===== config.mk =====
export PLATFORM = sky130hd
export DESIGN_NAME = wb_regfile_flat
export DESIGN_NICKNAME = d
export VERILOG_FILES = /design/src/rtl/wb_regfile_pkg.sv /design/src/rtl/wb_regfile_if.sv /design/src/rtl/hilo_reg.sv /design/src/rtl/wb_regfile.sv /design/src/flat_wrapper.sv
export SDC_FILE = /design/constraint.sdc
export NUM_CORES = 2
export LEC_CHECK = 0
export BUFFER_PORTS_ARGS = -buffer_cell sky130_fd_sc_hd__buf_2
export CAP_MARGIN = 10
export CORE_MARGIN = 3
export CORE_UTILIZATION = 40
export DETAILED_ROUTE_END_ITERATION = 10
export PLACE_DENSITY = 0.57
export SETUP_SLACK_MARGIN = 0.1
export SLEW_MARGIN = 15
export SYNTH_ARGS = -nofsm -noshare
export SYNTH_HDL_FRONTEND = slang
export SYNTH_SLANG_ARGS = --single-unit

===== constraint.sdc =====
create_clock -name clk -period 4.6 [get_ports clk]
set_clock_uncertainty 0.15 [all_clocks]
set_input_delay 0.23 -clock clk [delete_from_list [all_inputs] [get_ports clk]]
set_output_delay 0.23 -clock clk [all_outputs]
set_load 0.1 [all_outputs]

===== src/rtl/wb_regfile_pkg.sv =====
// Shared constants and types for the write-back register file.
// Optional feature macro: WB_BYPASS_EN (same-cycle write forwarding).
package wb_regfile_pkg;

    localparam int RegWidth  = 32;
    localparam int AddrWidth = 5;
    localparam int RegNum    = 32;

    typedef logic [RegWidth-1:0]  RegisterBus;
    typedef logic [AddrWidth-1:0] RegisterAddressBus;

    localparam RegisterBus        ZeroWord           = '0;
    localparam RegisterAddressBus NOPRegisterAddress = '0;

    localparam logic WriteEnable  = 1'b1;
    localparam logic WriteDisable = 1'b0;
    localparam logic ReadEnable   = 1'b1;
    localparam logic ReadDisable  = 1'b0;

    // True when an incoming GPR write targets the given read address.
    function automatic logic gpr_hit(
        input logic              we,
        input RegisterAddressBus wa,
        input RegisterAddressBus ra
    );
        return (we == WriteEnable) && (wa == ra) &&
               (wa != NOPRegisterAddress);
    endfunction

endpackage


===== src/rtl/wb_regfile_if.sv =====
// Write-back / read-port bundle of the register file.
// Optional feature macro: WB_BYPASS_EN (affects read timing only).
interface wb_regfile_if
    import wb_regfile_pkg::*;
#(
    parameter int CNT_W = 32
);
    RegisterBus        wb_wdata;
    RegisterAddressBus wb_wd;
    logic              wb_wreg;
    RegisterBus        wb_hi;
    RegisterBus        wb_lo;
    logic              wb_whilo;
    logic              re1;
    logic              re2;
    RegisterAddressBus raddr1;
    RegisterAddressBus raddr2;
    RegisterBus        rdata1;
    RegisterBus        rdata2;
    RegisterBus        hi_o;
    RegisterBus        lo_o;
    logic [CNT_W-1:0]  retire_cnt;

    modport master (
        output wb_wdata, wb_wd, wb_wreg,
        output wb_hi, wb_lo, wb_whilo,
        output re1, re2, raddr1, raddr2,
        input  rdata1, rdata2, hi_o, lo_o, retire_cnt
    );

    modport slave (
        input  wb_wdata, wb_wd, wb_wreg,
        input  wb_hi, wb_lo, wb_whilo,
        input  re1, re2, raddr1, raddr2,
        output rdata1, rdata2, hi_o, lo_o, retire_cnt
    );

endinterface


===== src/rtl/hilo_reg.sv =====
// HI/LO special registers with optional write forwarding.
// Optional feature macro: WB_BYPASS_EN.
module hilo_reg
    import wb_regfile_pkg::*;
(
    input  logic       clk,
    input  logic       rst,
    input  logic       we_i,
    input  RegisterBus hi_i,
    input  RegisterBus lo_i,
    output RegisterBus hi_o,
    output RegisterBus lo_o
);

    RegisterBus hi_q, hi_d;
    RegisterBus lo_q, lo_d;

    // HI and LO load together on a write-enabled edge.
    always_comb begin
        hi_d = hi_q;
        lo_d = lo_q;
        if (we_i != WriteDisable) begin
            hi_d = hi_i;
            lo_d = lo_i;
        end
    end

    // State register, cleared asynchronously.
    always_ff @(posedge clk or negedge rst) begin
        if (!rst) begin
            hi_q <= ZeroWord;
            lo_q <= ZeroWord;
        end else begin
            hi_q <= hi_d;
            lo_q <= lo_d;
        end
    end

    // Output view; forwarding is held off while reset is active.
    always_comb begin
        hi_o = hi_q;
        lo_o = lo_q;
`ifdef WB_BYPASS_EN
        if (rst && (we_i == WriteEnable)) begin
            hi_o = hi_i;
            lo_o = lo_i;
        end
`endif
    end

endmodule


===== src/rtl/wb_regfile.sv =====
// GPR file with two read ports, HI/LO and a retire counter.
// Optional feature macro: WB_BYPASS_EN (same-cycle write forwarding).
module wb_regfile
    import wb_regfile_pkg::*;
#(
    parameter int CNT_W = 32
) (
    input  logic         clk,
    input  logic         rst,
    wb_regfile_if.slave  bus
);

    RegisterBus       gpr_q [1:RegNum-1];
    logic             gpr_we;
    logic [CNT_W-1:0] cnt_q, cnt_d;
    RegisterBus       rd1, rd2;

    // A write is effective only when enabled and not aimed at r0.
    always_comb begin
        gpr_we = (bus.wb_wreg == WriteEnable) &&
                 (bus.wb_wd != NOPRegisterAddress);
    end

    // GPR storage; r0 has no flops.
    always_ff @(posedge clk or negedge rst) begin
        if (!rst) begin
            for (int i = 1; i < RegNum; i++) begin
                gpr_q[i] <= ZeroWord;
            end
        end else if (gpr_we) begin
            gpr_q[bus.wb_wd] <= bus.wb_wdata;
        end
    end

    // Retire counter steps on every effective write and wraps silently.
    always_comb begin
        cnt_d = cnt_q;
        if (gpr_we) begin
            cnt_d = cnt_q + CNT_W'(1);
        end
    end

    // Counter register.
    always_ff @(posedge clk or negedge rst) begin
        if (!rst) begin
            cnt_q <= '0;
        end else begin
            cnt_q <= cnt_d;
        end
    end

    // Read port 1.
    always_comb begin
        rd1 = ZeroWord;
        if (bus.re1 == ReadDisable) begin
            rd1 = ZeroWord;
        end else if (bus.raddr1 == NOPRegisterAddress) begin
            rd1 = ZeroWord;
`ifdef WB_BYPASS_EN
        end else if (rst && gpr_hit(bus.wb_wreg, bus.wb_wd, bus.raddr1)) begin
            rd1 = bus.wb_wdata;
`endif
        end else begin
            rd1 = gpr_q[bus.raddr1];
        end
    end

    // Read port 2.
    always_comb begin
        rd2 = ZeroWord;
        if (bus.re2 == ReadDisable) begin
            rd2 = ZeroWord;
        end else if (bus.raddr2 == NOPRegisterAddress) begin
            rd2 = ZeroWord;
`ifdef WB_BYPASS_EN
        end else if (rst && gpr_hit(bus.wb_wreg, bus.wb_wd, bus.raddr2)) begin
            rd2 = bus.wb_wdata;
`endif
        end else begin
            rd2 = gpr_q[bus.raddr2];
        end
    end

    assign bus.rdata1     = rd1;
    assign bus.rdata2     = rd2;
    assign bus.retire_cnt = cnt_q;

    hilo_reg u_hilo (
        .clk  (clk),
        .rst  (rst),
        .we_i (bus.wb_whilo),
        .hi_i (bus.wb_hi),
        .lo_i (bus.wb_lo),
        .hi_o (bus.hi_o),
        .lo_o (bus.lo_o)
    );

endmodule


===== src/flat_wrapper.sv =====
// flat-port wrapper written by rule: the top's interface ports become plain ports
module wb_regfile_flat import wb_regfile_pkg::*;
#(
    parameter int CNT_W = 32
)
  (clk, rst, bus_wb_wdata, bus_wb_wd, bus_wb_wreg, bus_wb_hi, bus_wb_lo, bus_wb_whilo, bus_re1, bus_re2, bus_raddr1, bus_raddr2, bus_rdata1, bus_rdata2, bus_hi_o, bus_lo_o, bus_retire_cnt);
  wb_regfile_if #(.CNT_W(CNT_W)) bus_i ();
  input  logic clk;
  input  logic rst;
  input wire logic [$bits(bus_i.wb_wdata)-1:0] bus_wb_wdata;
  input wire logic [$bits(bus_i.wb_wd)-1:0] bus_wb_wd;
  input wire logic [$bits(bus_i.wb_wreg)-1:0] bus_wb_wreg;
  input wire logic [$bits(bus_i.wb_hi)-1:0] bus_wb_hi;
  input wire logic [$bits(bus_i.wb_lo)-1:0] bus_wb_lo;
  input wire logic [$bits(bus_i.wb_whilo)-1:0] bus_wb_whilo;
  input wire logic [$bits(bus_i.re1)-1:0] bus_re1;
  input wire logic [$bits(bus_i.re2)-1:0] bus_re2;
  input wire logic [$bits(bus_i.raddr1)-1:0] bus_raddr1;
  input wire logic [$bits(bus_i.raddr2)-1:0] bus_raddr2;
  output wire logic [$bits(bus_i.rdata1)-1:0] bus_rdata1;
  output wire logic [$bits(bus_i.rdata2)-1:0] bus_rdata2;
  output wire logic [$bits(bus_i.hi_o)-1:0] bus_hi_o;
  output wire logic [$bits(bus_i.lo_o)-1:0] bus_lo_o;
  output wire logic [$bits(bus_i.retire_cnt)-1:0] bus_retire_cnt;
  assign bus_i.wb_wdata = bus_wb_wdata;
  assign bus_i.wb_wd = bus_wb_wd;
  assign bus_i.wb_wreg = bus_wb_wreg;
  assign bus_i.wb_hi = bus_wb_hi;
  assign bus_i.wb_lo = bus_wb_lo;
  assign bus_i.wb_whilo = bus_wb_whilo;
  assign bus_i.re1 = bus_re1;
  assign bus_i.re2 = bus_re2;
  assign bus_i.raddr1 = bus_raddr1;
  assign bus_i.raddr2 = bus_raddr2;
  assign bus_rdata1 = bus_i.rdata1;
  assign bus_rdata2 = bus_i.rdata2;
  assign bus_hi_o = bus_i.hi_o;
  assign bus_lo_o = bus_i.lo_o;
  assign bus_retire_cnt = bus_i.retire_cnt;
  wb_regfile #(.CNT_W(CNT_W)) u_core (.clk(clk), .rst(rst), .bus(bus_i));
endmodule

# [Word-level counts from Yosys, hierarchy flattened]
# Index checks and enable logic that the tools add are counted.
[classes] add_sub_neg=1 mul=0 div=0 magnitude_cmp=4 n_eq_ne=0 n_shift=0 mux=13 bitwise_logic=3 n_reduce_logical=5
[op_table] operator="992-bit bitwise mux" n=1
[op_table] operator="32-bit binary-select mux with 5-bit select" n=2
[op_table] operator="32-bit two-way mux" n=9
[op_table] operator="32-bit demux with 5-bit select" n=1
[op_table] operator="32-bit by 1-bit adder with 32-bit output (second input constant)" n=1
[op_table] operator="6-bit >= comparator (second input constant)" n=3
[op_table] operator="5-bit inverter with 6-bit output" n=3
[op_table] operator="5-bit zero test" n=2
[op_table] operator="6-bit by 1-bit less-than comparator with 1-bit output (second input constant)" n=1
[op_table] operator="5-bit nonzero test" n=1
[op_table] operator="1-bit logical AND" n=2
[totals] ff_bits=1088 latchBits=0 ramBits=0 romBits=0 in_bits=117 memories=0

# [Longest topological paths before layout]
[logic_depth] depth_word=6 depth_mapped=10

# [Cells and area by module]
# A second synthesis with hierarchy kept.
[unflattened] cells_unflattened=3804 hier_area_um2=57218.6
[by_module_without_submodules] mod="wb_regfile" n_inst=1 cells_per_inst=3669 area_per_inst_um2=54539.8 seq_area_each_um2=25624.6
[by_module_without_submodules] mod="hilo_reg" n_inst=1 cells_per_inst=135 area_per_inst_um2=2678.8 seq_area_each_um2=1601.5

# [Worst setup path before layout]
# No wires, ideal clock.
[synth_path] kind="input to output" from="input bus_raddr2[0]" to="output bus_rdata2[29]" t_arrival_ps=4279 slack_ps=-59 cell_stages=9 n_path_buf=5 cell_sequence="buf_6 > buf_12 > buf_8 > buf_6 > buf_2 > a221oi_1 > nor3_1 > nor3_1 > nor4_1"
[synth_between] elab_chain_cells=6 word_cells_on_any_way=7 cone_classes="mux: 5; bitwise: 1; reduce/logical: 1"
[synth_rtl] item="start, declared" line="flat_wrapper.sv:19" text="input wire logic [$bits(bus_i.raddr2)-1:0] bus_raddr2;"
[synth_rtl] item="5-bit inverter with 6-bit output (implied by the code)" line="wb_regfile.sv:80" text="rd2 = gpr_q[bus.raddr2];"
[synth_rtl] item="32-bit binary-select mux with 5-bit select" line="wb_regfile.sv:80"
[synth_rtl] item="32-bit two-way mux (implied by the code) (2 in a row)" line="wb_regfile.sv:80"
[synth_rtl] item="32-bit two-way mux (*)" line="wb_regfile.sv:73" text="end else if (bus.raddr2 == NOPRegisterAddress) begin"
[synth_rtl] item="32-bit two-way mux (*)" line="wb_regfile.sv:71" text="if (bus.re2 == ReadDisable) begin"
[synth_rtl] item="end, declared" line="flat_wrapper.sv:21" text="output wire logic [$bits(bus_i.rdata2)-1:0] bus_rdata2;"
# Every way passes the cells marked *; elsewhere a longest branch is shown, timed or not. The select of a mux whose other input is x is not followed.

# [Final worst setup path]
[layout_path] from="input bus_raddr2[1]" to="output bus_rdata2[30]"
# The elaborated chain is that of the path after synthesis.

==> out/results.tsv <==
metric	value	unit
yosysWarnings	0	
htreeDepth	4	
cts.sinks	1088	
fillers	12350	
slowest_delay	0.75	ns
hold-path-endpoint	u_core.u_hilo.hi_o[17]	
ys_seq_area_share	47.7	%
grt_pass1_vias	38172	
p_clk_share	35.3	%
worst_slew_pin_slew	1.22	ns
synth.ff_latch_count	1088	
top_layer	met5	
whs	0.0360	ns
cts.root.buffer_cell	clkbuf_16	
layout_commonest_cell	mux2_2	
viasPerCell	6.15	
synth_cell_types	61	
worstSetupEndpointType	primary output	
critPathSlowestCell	and3_1	
setup_viol	0	
utilization	47.0	%
hp-class	in -> reg	
pwr-share-seq	42.2	%
globalplace.congestion	0.798	
grt_overflow_total	0	
synth_edf_count	0	
core-area	141000	µm²
grt_first_pass_wirelength	273000	µm
timing.final.crit_share	76.2	%
nets	4162	
routedWlPerCell	30.7	µm
netlist_area	57100	µm²
avgSynthCellArea	15.0	µm²
rr_startpoint	u_core.bus.retire_cnt[3]	
cp-start-kind	input port	
vdd_drop_max	0.436	mV
clockBufferDepth	3	
die_x	384	µm
rsz0062_at_grt	no	
syn_nets	3926	
clk_latency	0.75	ns
first_pass_iters	8	
ios	277	
fp.dieH	384	µm
synthToLayoutAreaGrowth	15.8	%
crit_fanout	40	
tritoncts	yes	
timing.fmax	285	MHz
dr_wl_met2	83000	µm
io_buffer_count	276	
path_class	in -> out	
cts_repair_resize_count	0	
status	finished, final reports clean	
crit-reg2reg-capture	u_core.bus.retire_cnt[23]	
postSynthCellCount	3808	
die-area	147000	µm²
wl_met3	12100	µm
power_switching	0.00899	W
hp-start	bus_wb_whilo	
holdPathStages	2	
hpwl	108000	µm
final_cell_mix	1,137 x mux2_2, 1,088 x dfrtp_1, 411 x mux4_2	
power_density	454	nW/µm²
clk_pin_slew	0.06	ns
synthFlopType	dfrtp_1	
p_leak	28.9	nW
grt_max_degree	125	
swShare	30.0	%
crit_chain	buf_8, buf_4, and3_1, buf_4, a221oi_1, o21ai_1, o21a_1, buf_2	
maxSlewHeadroom	18.5	%
cts_buffers	131	
fin_crit	3.51	ns
vias	37054	
cp_common_cell	buf_4	
hold_viol_final	0	
r2r_cells	5	
intPower	0.0210	W
drv_slew	0	
pwr-share-comb	22.5	%
wl_met1	84700	µm
ant_nets	0	
cp.arrival	3.13	ns
ff2ff_setup_slack	2.15	ns
ys_top_cells_by_area	dfrtp_1 48%, mux2_2 22%, mux4_2 16%	
synth_top_area_share	47.7	%
yosysTopAreaCell	dfrtp_1	
grt.total_usage	25.3	%
final.setup.tns	0	ns
required	4.22	ns
drv_cap	0	
initial_core_util	40.6	%
drc	0	
antenna_found_initial	8	
row_count	137	
async_flop_share	100	%
drive_above_1_share	52.9	%
drtIter0Drc	2690	
cts_setup_buffers	0	
wl	185000	µm
==> routing by layer <==
| layer | vias up | global-route usage, % |
|---|---|---|
| li1 | 15199 | - |
| met1 | 20272 | 37.1 |
| met2 | 1297 | 38.0 |
| met3 | 280 | 5.04 |
| met4 | 6 | 7.35 |
| met5 | - | 0 |
==> logic make-up after synthesis <==
family,Yosys count,share of synthesized area [%]
and+or+nand+nor,289,2.53
muxes,1704,42.3
buffers and inverters,396,3.22
AOI/OAI and AO/OA,299,3.72
DFF,1088,47.7
adders and majority gates,1,0.0219
xor gates and xnor gates,31,0.476
==> area by class of cell <==
type	instances	area [µm²]	share of cell area, %
inverters	4	15.0	0.0227
well taps	1876	2350	3.55
repair buffers	495	3820	5.78
diodes	2	5.00	0.00757
flip-flops and latches	1088	27200	41.2
clock inverters	42	579	0.877
multi-input cells	2324	28300	42.8
clock buffers	197	3830	5.79
==> through the flow <==
stage	setup slack (ns)	power, W	instances	cell area [µm²]
3_5_place_dp	1.10	0.0195	5686	60600
3_3_place_gp	1.11	0.0193	5686	60600
6_report	1.10	0.0300	6028	66100
2_1_floorplan	0.705	0.0176	3808	57100
5_1_grt	1.08	0.0313	6026	66100
4_1_cts	1.11	0.0302	6026	66100
==> synthesized netlist by cell type (all sizes together) (7+ instances only) <==
library cell / number
nor2: 63
nand3: 21
nor4: 7
o21ai: 54
o21a: 11
a221oi: 38
and3: 7
a22oi: 57
xnor2: 21
mux2i: 122
clkbuf: 186
nor3: 32
xor2: 10
buf: 206
a211oi: 16
nand2: 81
a21oi: 47
mux4: 444
dfrtp: 1088
a221o: 14
o221ai: 31
mux2: 1138
nor2b: 37
==> critical path, delay by kind of cell <==
kind            cells  cell delay [ns]
buf+inv             4             1.63
compound gates      3             0.45
simple gates        1             0.75
==> power by group through the flow <==
stage | clock, W | sequential [W] | combinational (W)
detailed placement | 0 | 0.0128 | 0.00671
global route | 0.0112 | 0.0129 | 0.00720
CTS | 0.0108 | 0.0126 | 0.00680
global placement | 0 | 0.0127 | 0.00663
floorplan | 0 | 0.0129 | 0.00468
finish | 0.0106 | 0.0126 | 0.00676
==> state kept, by name, indices dropped and copies added, names as in the netlist <==
register               count
u_core.gpr_q             992
u_core.bus.retire_cnt     32
u_core.u_hilo.hi_o        32
u_core.u_hilo.lo_o        32
==> how the worst max path moves through the flow <==
stage,start,end,slack [ns]
floorplan,bus_raddr2[1],bus_rdata2[9],0.70
global placement,bus_raddr2[1],bus_rdata2[19],1.11
detailed placement,bus_raddr2[1],bus_rdata2[19],1.10
CTS,bus_raddr2[1],bus_rdata2[19],1.11
global route,bus_raddr2[1],bus_rdata2[19],1.08
finish,bus_raddr2[1],bus_rdata2[30],1.10
==> repair_timing <==
item / CTS / global route
hold buffers: 101 / 0
endpoints found under the setup margin: 0 / 0
endpoints found under the hold margin: 1208 / 0
No activity file was read; power rests on OpenSTA's default activity.
